==> src/rtl/alu_flags_commit_if.sv <==
// Handshake bundle between the ALU result stage, the flags commit stage and register writeback.
// master = upstream/writeback side driving the stage, slave = alu_flags_commit itself.
interface alu_flags_commit_if #(
    parameter int DEST_W = 5
);
    logic              in_valid;
    logic              in_ready;
    logic [1:0]        in_size;
    logic [63:0]       in_result;
    logic              in_carry;
    logic [DEST_W-1:0] in_dest;
    logic              out_valid;
    logic              out_ready;
    logic [63:0]       out_result;
    logic [DEST_W-1:0] out_dest;
    logic [3:0]        out_flags;

    modport master (
        output in_valid, in_size, in_result, in_carry, in_dest, out_ready,
        input  in_ready, out_valid, out_result, out_dest, out_flags
    );

    modport slave (
        input  in_valid, in_size, in_result, in_carry, in_dest, out_ready,
        output in_ready, out_valid, out_result, out_dest, out_flags
    );
endinterface

==> src/rtl/alu_flags_commit.sv <==
// Size-masks ALU results, derives {P,S,Z,C}, buffers them in a 2-entry skid buffer and commits flags on pop.
// Optional macro ALU_FLAGS_PARITY_EN builds the even-parity P flag; otherwise P is tied to 0.
module alu_flags_commit #(
    parameter int         DEST_W    = 5,
    parameter logic [3:0] FLAGS_RST = 4'b0000
) (
    input  logic                 clk,
    input  logic                 rst,
    input  logic                 flush,
    alu_flags_commit_if.slave    bus,
    output logic [3:0]           flags_q
);

    typedef enum logic [1:0] {
        BITS_8  = 2'd0,
        BITS_16 = 2'd1,
        BITS_32 = 2'd2,
        BITS_64 = 2'd3
    } sizeFlags_t;

    typedef enum logic [1:0] {
        EMPTY = 2'd0,
        ONE   = 2'd1,
        FULL  = 2'd2
    } bufState_t;

    typedef struct packed {
        logic [63:0]       result;
        logic [DEST_W-1:0] dest;
        logic [3:0]        flags;
    } entry_t;

    function automatic logic [63:0] maskResult(input sizeFlags_t sz, input logic [63:0] r);
        case (sz)
            BITS_8:  return {56'd0, r[7:0]};
            BITS_16: return {48'd0, r[15:0]};
            BITS_32: return {32'd0, r[31:0]};
            BITS_64: return r;
            default: return r;
        endcase
    endfunction

    function automatic logic signBit(input sizeFlags_t sz, input logic [63:0] r);
        case (sz)
            BITS_8:  return r[7];
            BITS_16: return r[15];
            BITS_32: return r[31];
            BITS_64: return r[63];
            default: return r[63];
        endcase
    endfunction

`ifdef ALU_FLAGS_PARITY_EN
    function automatic logic evenParity(input logic [63:0] r);
        return ~(^r);
    endfunction
`endif

    bufState_t  state_r, stateNext_s;
    entry_t     head_r, skid_r, inEntry_s;
    sizeFlags_t size_s;
    logic       outValid_r, inReady_r, accept_s, pop_s;
    logic       loadHeadIn_s, loadHeadSkid_s, loadSkid_s;
    logic [3:0] flags_r;
    logic [63:0] masked_s;
    logic       parity_s;

    // Build the buffer entry for the incoming result.
    always_comb begin
        size_s   = sizeFlags_t'(bus.in_size);
        masked_s = maskResult(size_s, bus.in_result);
`ifdef ALU_FLAGS_PARITY_EN
        parity_s = evenParity(masked_s);
`else
        parity_s = 1'b0;
`endif
        inEntry_s.result = masked_s;
        inEntry_s.dest   = bus.in_dest;
        inEntry_s.flags  = {parity_s, signBit(size_s, masked_s), (masked_s == 64'd0), bus.in_carry};
    end

    assign accept_s = bus.in_valid && inReady_r;
    assign pop_s    = outValid_r && bus.out_ready;

    // Next buffer state and which register slots load this cycle; flush discards any accepted input.
    always_comb begin
        stateNext_s    = state_r;
        loadHeadIn_s   = 1'b0;
        loadHeadSkid_s = 1'b0;
        loadSkid_s     = 1'b0;
        if (flush) begin
            stateNext_s = EMPTY;
        end else begin
            case (state_r)
                EMPTY: begin
                    if (accept_s) begin
                        stateNext_s  = ONE;
                        loadHeadIn_s = 1'b1;
                    end else begin
                        stateNext_s = EMPTY;
                    end
                end
                ONE: begin
                    if (accept_s && pop_s) begin
                        loadHeadIn_s = 1'b1;
                    end else if (accept_s) begin
                        stateNext_s = FULL;
                        loadSkid_s  = 1'b1;
                    end else if (pop_s) begin
                        stateNext_s = EMPTY;
                    end else begin
                        stateNext_s = ONE;
                    end
                end
                FULL: begin
                    if (pop_s) begin
                        stateNext_s    = ONE;
                        loadHeadSkid_s = 1'b1;
                    end else begin
                        stateNext_s = FULL;
                    end
                end
                default: stateNext_s = EMPTY;
            endcase
        end
    end

    // Buffer state, entry storage and registered handshake outputs.
    always_ff @(posedge clk or posedge rst) begin
        if (rst) begin
            state_r    <= EMPTY;
            head_r     <= '0;
            skid_r     <= '0;
            outValid_r <= 1'b0;
            inReady_r  <= 1'b1;
        end else begin
            state_r    <= stateNext_s;
            outValid_r <= (stateNext_s != EMPTY);
            inReady_r  <= (stateNext_s != FULL);
            if (loadHeadIn_s) begin
                head_r <= inEntry_s;
            end else if (loadHeadSkid_s) begin
                head_r <= skid_r;
            end else begin
                head_r <= head_r;
            end
            if (loadSkid_s) begin
                skid_r <= inEntry_s;
            end else begin
                skid_r <= skid_r;
            end
        end
    end

    // Architectural flags commit on every pop, including one that coincides with a flush.
    always_ff @(posedge clk or posedge rst) begin
        if (rst) begin
            flags_r <= FLAGS_RST;
        end else if (pop_s) begin
            flags_r <= head_r.flags;
        end else begin
            flags_r <= flags_r;
        end
    end

    assign bus.in_ready   = inReady_r;
    assign bus.out_valid  = outValid_r;
    assign bus.out_result = head_r.result;
    assign bus.out_dest   = head_r.dest;
    assign bus.out_flags  = head_r.flags;
    assign flags_q        = flags_r;

endmodule

==> src/flat_wrapper.sv <==
// flat-port wrapper written by rule: the top's interface ports become plain ports
module alu_flags_commit_flat 
#(
    parameter int         DEST_W    = 5,
    parameter logic [3:0] FLAGS_RST = 4'b0000
)
  (clk, rst, flush, flags_q, bus_in_valid, bus_in_size, bus_in_result, bus_in_carry, bus_in_dest, bus_out_ready, bus_in_ready, bus_out_valid, bus_out_result, bus_out_dest, bus_out_flags);
  alu_flags_commit_if #(.DEST_W(DEST_W)) bus_i ();
  input  logic clk;
  input  logic rst;
  input  logic flush;
  output logic [3:0] flags_q;
  input wire logic [$bits(bus_i.in_valid)-1:0] bus_in_valid;
  input wire logic [$bits(bus_i.in_size)-1:0] bus_in_size;
  input wire logic [$bits(bus_i.in_result)-1:0] bus_in_result;
  input wire logic [$bits(bus_i.in_carry)-1:0] bus_in_carry;
  input wire logic [$bits(bus_i.in_dest)-1:0] bus_in_dest;
  input wire logic [$bits(bus_i.out_ready)-1:0] bus_out_ready;
  output wire logic [$bits(bus_i.in_ready)-1:0] bus_in_ready;
  output wire logic [$bits(bus_i.out_valid)-1:0] bus_out_valid;
  output wire logic [$bits(bus_i.out_result)-1:0] bus_out_result;
  output wire logic [$bits(bus_i.out_dest)-1:0] bus_out_dest;
  output wire logic [$bits(bus_i.out_flags)-1:0] bus_out_flags;
  assign bus_i.in_valid = bus_in_valid;
  assign bus_i.in_size = bus_in_size;
  assign bus_i.in_result = bus_in_result;
  assign bus_i.in_carry = bus_in_carry;
  assign bus_i.in_dest = bus_in_dest;
  assign bus_i.out_ready = bus_out_ready;
  assign bus_in_ready = bus_i.in_ready;
  assign bus_out_valid = bus_i.out_valid;
  assign bus_out_result = bus_i.out_result;
  assign bus_out_dest = bus_i.out_dest;
  assign bus_out_flags = bus_i.out_flags;
  alu_flags_commit #(.DEST_W(DEST_W), .FLAGS_RST(FLAGS_RST)) u_core (.clk(clk), .rst(rst), .flush(flush), .bus(bus_i), .flags_q(flags_q));
endmodule
==> config.mk <==
export PLATFORM = sky130hd
export DESIGN_NAME = alu_flags_commit_flat
export DESIGN_NICKNAME = d
export VERILOG_FILES = /design/src/rtl/alu_flags_commit_if.sv /design/src/rtl/alu_flags_commit.sv /design/src/flat_wrapper.sv
export SDC_FILE = /design/constraint.sdc
export NUM_CORES = 1
export LEC_CHECK = 0
export ABC_AREA = 0
export BUFFER_PORTS_ARGS = -buffer_cell sky130_fd_sc_hd__buf_2
export CAP_MARGIN = 20
export CORE_AREA = 5 5 119 121
export CTS_CLUSTER_SIZE = 28
export DETAILED_ROUTE_END_ITERATION = 8
export DIE_AREA = 0 0 124 126
export PLACE_DENSITY = 0.72
export SYNTH_ARGS = -nofsm -noshare
export SYNTH_HDL_FRONTEND = slang
export SYNTH_SLANG_ARGS = --single-unit
==> constraint.sdc <==
create_clock -name clk -period 6.21 [get_ports clk]
set_input_delay 1.242 -clock clk [delete_from_list [all_inputs] [get_ports clk]]
set_output_delay 1.242 -clock clk [all_outputs]
set_load 0.03 [all_outputs]
==> results <==
- The most used flip-flop cell after synthesis is sky130_fd_sc_hd__dfrtp_1.
- The category of the worst setup path launch point is a primary input.
- After layout, the worst path uses 47.7% of the clock period.
- The root buffer selected by CTS is sky130_fd_sc_hd__clkbuf_16.
- The post-synthesis cell type count is 32.
- The worst path needs 2.96 ns of the cycle, external delays included.
- After detailed routing, the number of remaining DRC violations is 12.
- In the final design database the tool counted 811 nets.
- The cell occurring most often along the worst timing path is sky130_fd_sc_hd__buf_4.
- The die covers 0.0156 sq mm.
- By count the netlist is led by sky130_fd_sc_hd__dfrtp_1 (150), sky130_fd_sc_hd__nand2_1 (148), sky130_fd_sc_hd__o21ai_0 (61).
- In the final routed layout, each cell accounts on average for 17.7 microns.
- The post-synthesis instance area is 0.00630 sq mm.
- In this run, the number of DRC markers left after iteration 0 of detailed routing was 775.
- The post-synthesis sequential element count is 151.
- In this run, synthesis inferred 0 flip-flops with an integrated enable.
- The total wire length after detailed routing is 16300 microns.
- The worst register-to-register path ends at u_core.bus.out_result[54].
- The number of global-route vias before repair came to 5076.
- Entering global routing, the biggest net connects 104 pins.
- The largest total area in the synthesized netlist belongs to sky130_fd_sc_hd__dfrtp_1.
- Setup repair after global routing left no endpoint under its margin.
- The number of sinks on the clock net is approximately 150.
- met2 is the most crowded layer.
- The clock tree from TritonCTS is yes.
- For this run the aggregate overflow at the end of global routing stands at 0.
- The sum of net half-perimeters after detailed placement is 11000 microns.
- At the end of routability-driven placement, the weighted congestion stood at 0.871.
- The global router's overall resource usage is 21.6%.
- The path class of the tightest hold or removal check is reg -> reg.
- The beginning of the worst register-to-register path is u_core.bus.out_valid.
- In this run the number of H-tree levels came out at 4.
- Post-CTS timing repair inserted 0 buffers for setup.
- The area growth from synthesis to layout is 22.2%.
- In the post-synthesis netlist, the biggest area contributors are sky130_fd_sc_hd__dfrtp_1 (60%), sky130_fd_sc_hd__a222oi_1 (8.9%), sky130_fd_sc_hd__nand2_1 (8.8%).
- The instance count of the mapped netlist is 601.
- By instance count, the leading cell after synthesis is sky130_fd_sc_hd__dfrtp_1.
- The effective utilization at floorplan is 48.5%.
- The fmax is 338 MHz.
- After synthesis, the largest area contributor takes up 59.6% of total cell area.
- The depth of the worst register-to-register path is 7.
- The critical path starts at bus_out_ready.
- The post-cts hold buffer count is 0.
- The count of maximum capacitance violations is 0.
- Setup violations remaining at the end of the flow were counted as 0.
- Each instance of the synthesized netlist takes up on average 10.5 sq um.
- For this run, the register share of the synthesized area comes to 60.0%.
- In this run the static leakage power is 4.11 nW.
- The number of gates resized after CTS is 0.
- The number of I/O port buffers is approximately 150.
- The total power is 3.00 mW.
- Measured along the x axis, the die boundary spans 124 microns.
- The global-route met1 utilization is 29.5%.
- Walking the worst path, the cells encountered are buf_2 > nand2_2 > a211oi_4 > buf_4 > nor2_4 > buf_4 > a222oi_1 > inv_1.
- Of the cells placed in the final design, the portion with a size suffix greater than 1 is between 20 and 30%.
- In this run the vertical extent of the chip is 126 microns.
- The largest vdd supply drop is 0.234 mV.
- The repair_antennas step left the layout with diodes totalling 0.
- Headroom to the max-slew limit came out at 37.7%.
- The first global-routing pass estimated 26500 microns of wire.
- In the global route stage, met2 resource usage came out at 32.7%.
- The fraction of registers with async set or reset after synthesis is 100%.
- The clock slew at the register clock pins of the worst setup and hold paths is about 0.05 ns.
- TritonCTS created 17 clock buffers.
- During I/O placement, the number of pins put on the boundary was 156.
- The number of warnings issued by yosys is 0.
- The endpoint of the most critical setup path is u_core.bus.out_result[54].
- The number of inserted filler cells in the final layout is 1124.
- In this run the worst path has a maximum fanout of 42.
- Dividing the detail-routed via count by the number of cells gives about 5.5.
- Data arrives at the worst endpoint at about 3.3 ns.
- The met3 global-route usage is 6.64%.
- The cell row count is 42.
- The nature of the critical path endpoint is a flip-flop.
- The final count of hold timing violations is 0.
- In this design, the stage delay of the slowest critical-path cell is 0.57 ns.
- The initial antenna violation count is 0.
- The count of nets left with antenna violations once routing finished came out at 0.
- The flow ran to the end, but the final reports show violations.
- The clock reaches the later pin of the worst-skew pair after between 0.4 and 0.5 ns.
- The final clock skew is between 0.006 and 0.007 ns.
- Counting along the longest clock path gives a buffer depth of 2.
- The power density relative to cell area is approximately 390 mW/mm^2.
- After routing, the total negative slack on setup checks comes to 0 ns.
- The region available for standard cell placement spans 0.0130 sq mm.
- The register-to-register setup slack is 3.77 ns.
- By startpoint and endpoint, the worst setup path is classified as in -> reg.
- The vias after detailed routing is 5070.
- For the pin with the worst max-slew slack, the measured transition is 0.934 ns.
- The final reports fail on DRC.
- On the critical path, the stage with the largest delay is an instance of sky130_fd_sc_hd__nor2_4.
- The first TritonRoute pass finished after 9 iterations.
- The critical path data required time is 6.56 ns.
- The number of slew-limit violations in the final report came to 0.
where the power goes:
group | internal [mW] | switching, mW | total [mW]
combinational | 0.239 | 0.451 | 0.690
clock | 0.576 | 0.366 | 0.943
sequential | 1.23 | 0.142 | 1.37
layout by cell type, fill, tap and decap left out, types with 6 or more instances in the layout:
cell                        instances
sky130_fd_sc_hd__nand2_1          148
sky130_fd_sc_hd__dfrtp_1          150
sky130_fd_sc_hd__clkbuf_16         17
sky130_fd_sc_hd__a22oi_1           14
sky130_fd_sc_hd__buf_4              6
sky130_fd_sc_hd__a222oi_1          56
sky130_fd_sc_hd__inv_1             59
sky130_fd_sc_hd__nor4_1            17
sky130_fd_sc_hd__o21ai_0           61
sky130_fd_sc_hd__clkbuf_8           7
sky130_fd_sc_hd__mux2_2            19
sky130_fd_sc_hd__buf_2            153
final cells by class:
class                           instances  area (sq um)  area share (%)
Inverter                               60           230            2.99
Multi-Input combinational cell        344          2080            27.0
Clock inverter                          3          15.0           0.195
Tap cell                              176           220            2.86
Timing Repair Buffer                  160           838            10.9
Clock buffer                           26           529            6.88
Sequential cell                       151          3780            49.1
flip-flops by register name, summed over array words and instances (netlist names):
name / count
u_core.bus.out_valid: 1
u_core.flags_q: 3
u_core.bus.out_result: 64
u_core.bus.out_dest: 5
u_core.skid_r: 72
u_core.bus.in_ready: 1
u_core.state_r: 2
u_core.bus.out_flags: 3
metal layers:
metal | vias up | routed length (microns)
met3 | 23 | 1200
li1 | 2369 | -
met1 | 2497 | 6910
met4 | 0 | 245
met5 | - | 0
met2 | 181 | 7960
through the flow:
step | hold slack (ns) | utilization [%] | worst slack, ns | instance area [sq um] | cells
global placement | 0.459 | 54.9 | 2.73 | 7120 | 890
finish | 0.478 | 59.3 | 3.25 | 7690 | 920
CTS | 0.479 | 59.3 | 3.27 | 7690 | 920
floorplan | 0.444 | - | 0.905 | 6300 | 602
global route | 0.502 | 59.3 | 3.13 | 7690 | 920
detailed placement | 0.460 | 55.1 | 2.83 | 7150 | 891
cells by family after synthesis:
| logic type | after synthesis | synth area share, % |
|---|---|---|
| muxes | 21 | 3.91 |
| other | 1 | 0.0595 |
| and+or+nand+nor | 183 | 12.4 |
| buffers and inverters | 107 | 7.29 |
| DFF | 151 | 60.0 |
| AOI/OAI and AO/OA | 138 | 16.3 |
worst min path at each step:
stage                              from                        to  slack, ns  depth (start not counted)
2_1_floorplan          u_core.skid_r[1]          u_core.skid_r[1]       0.44                          2
4_1_cts        u_core.bus.out_result[1]  u_core.bus.out_result[1]       0.48                          2
3_5_place_dp   u_core.bus.out_result[1]  u_core.bus.out_result[1]       0.46                          2
3_3_place_gp   u_core.bus.out_result[0]  u_core.bus.out_result[0]       0.46                          2
6_report       u_core.bus.out_result[1]  u_core.bus.out_result[1]       0.48                          2
5_1_grt               u_core.skid_r[70]         u_core.skid_r[70]       0.50                          2
worst max-delay path, delay by kind of cell:
family,cells,cell delay [ns]
AO/OA/AOI/OAI,2,0.28
buffers and inverters,4,0.98
AND/OR/NAND/NOR,2,0.77
(Power assumes the default switching activity.)
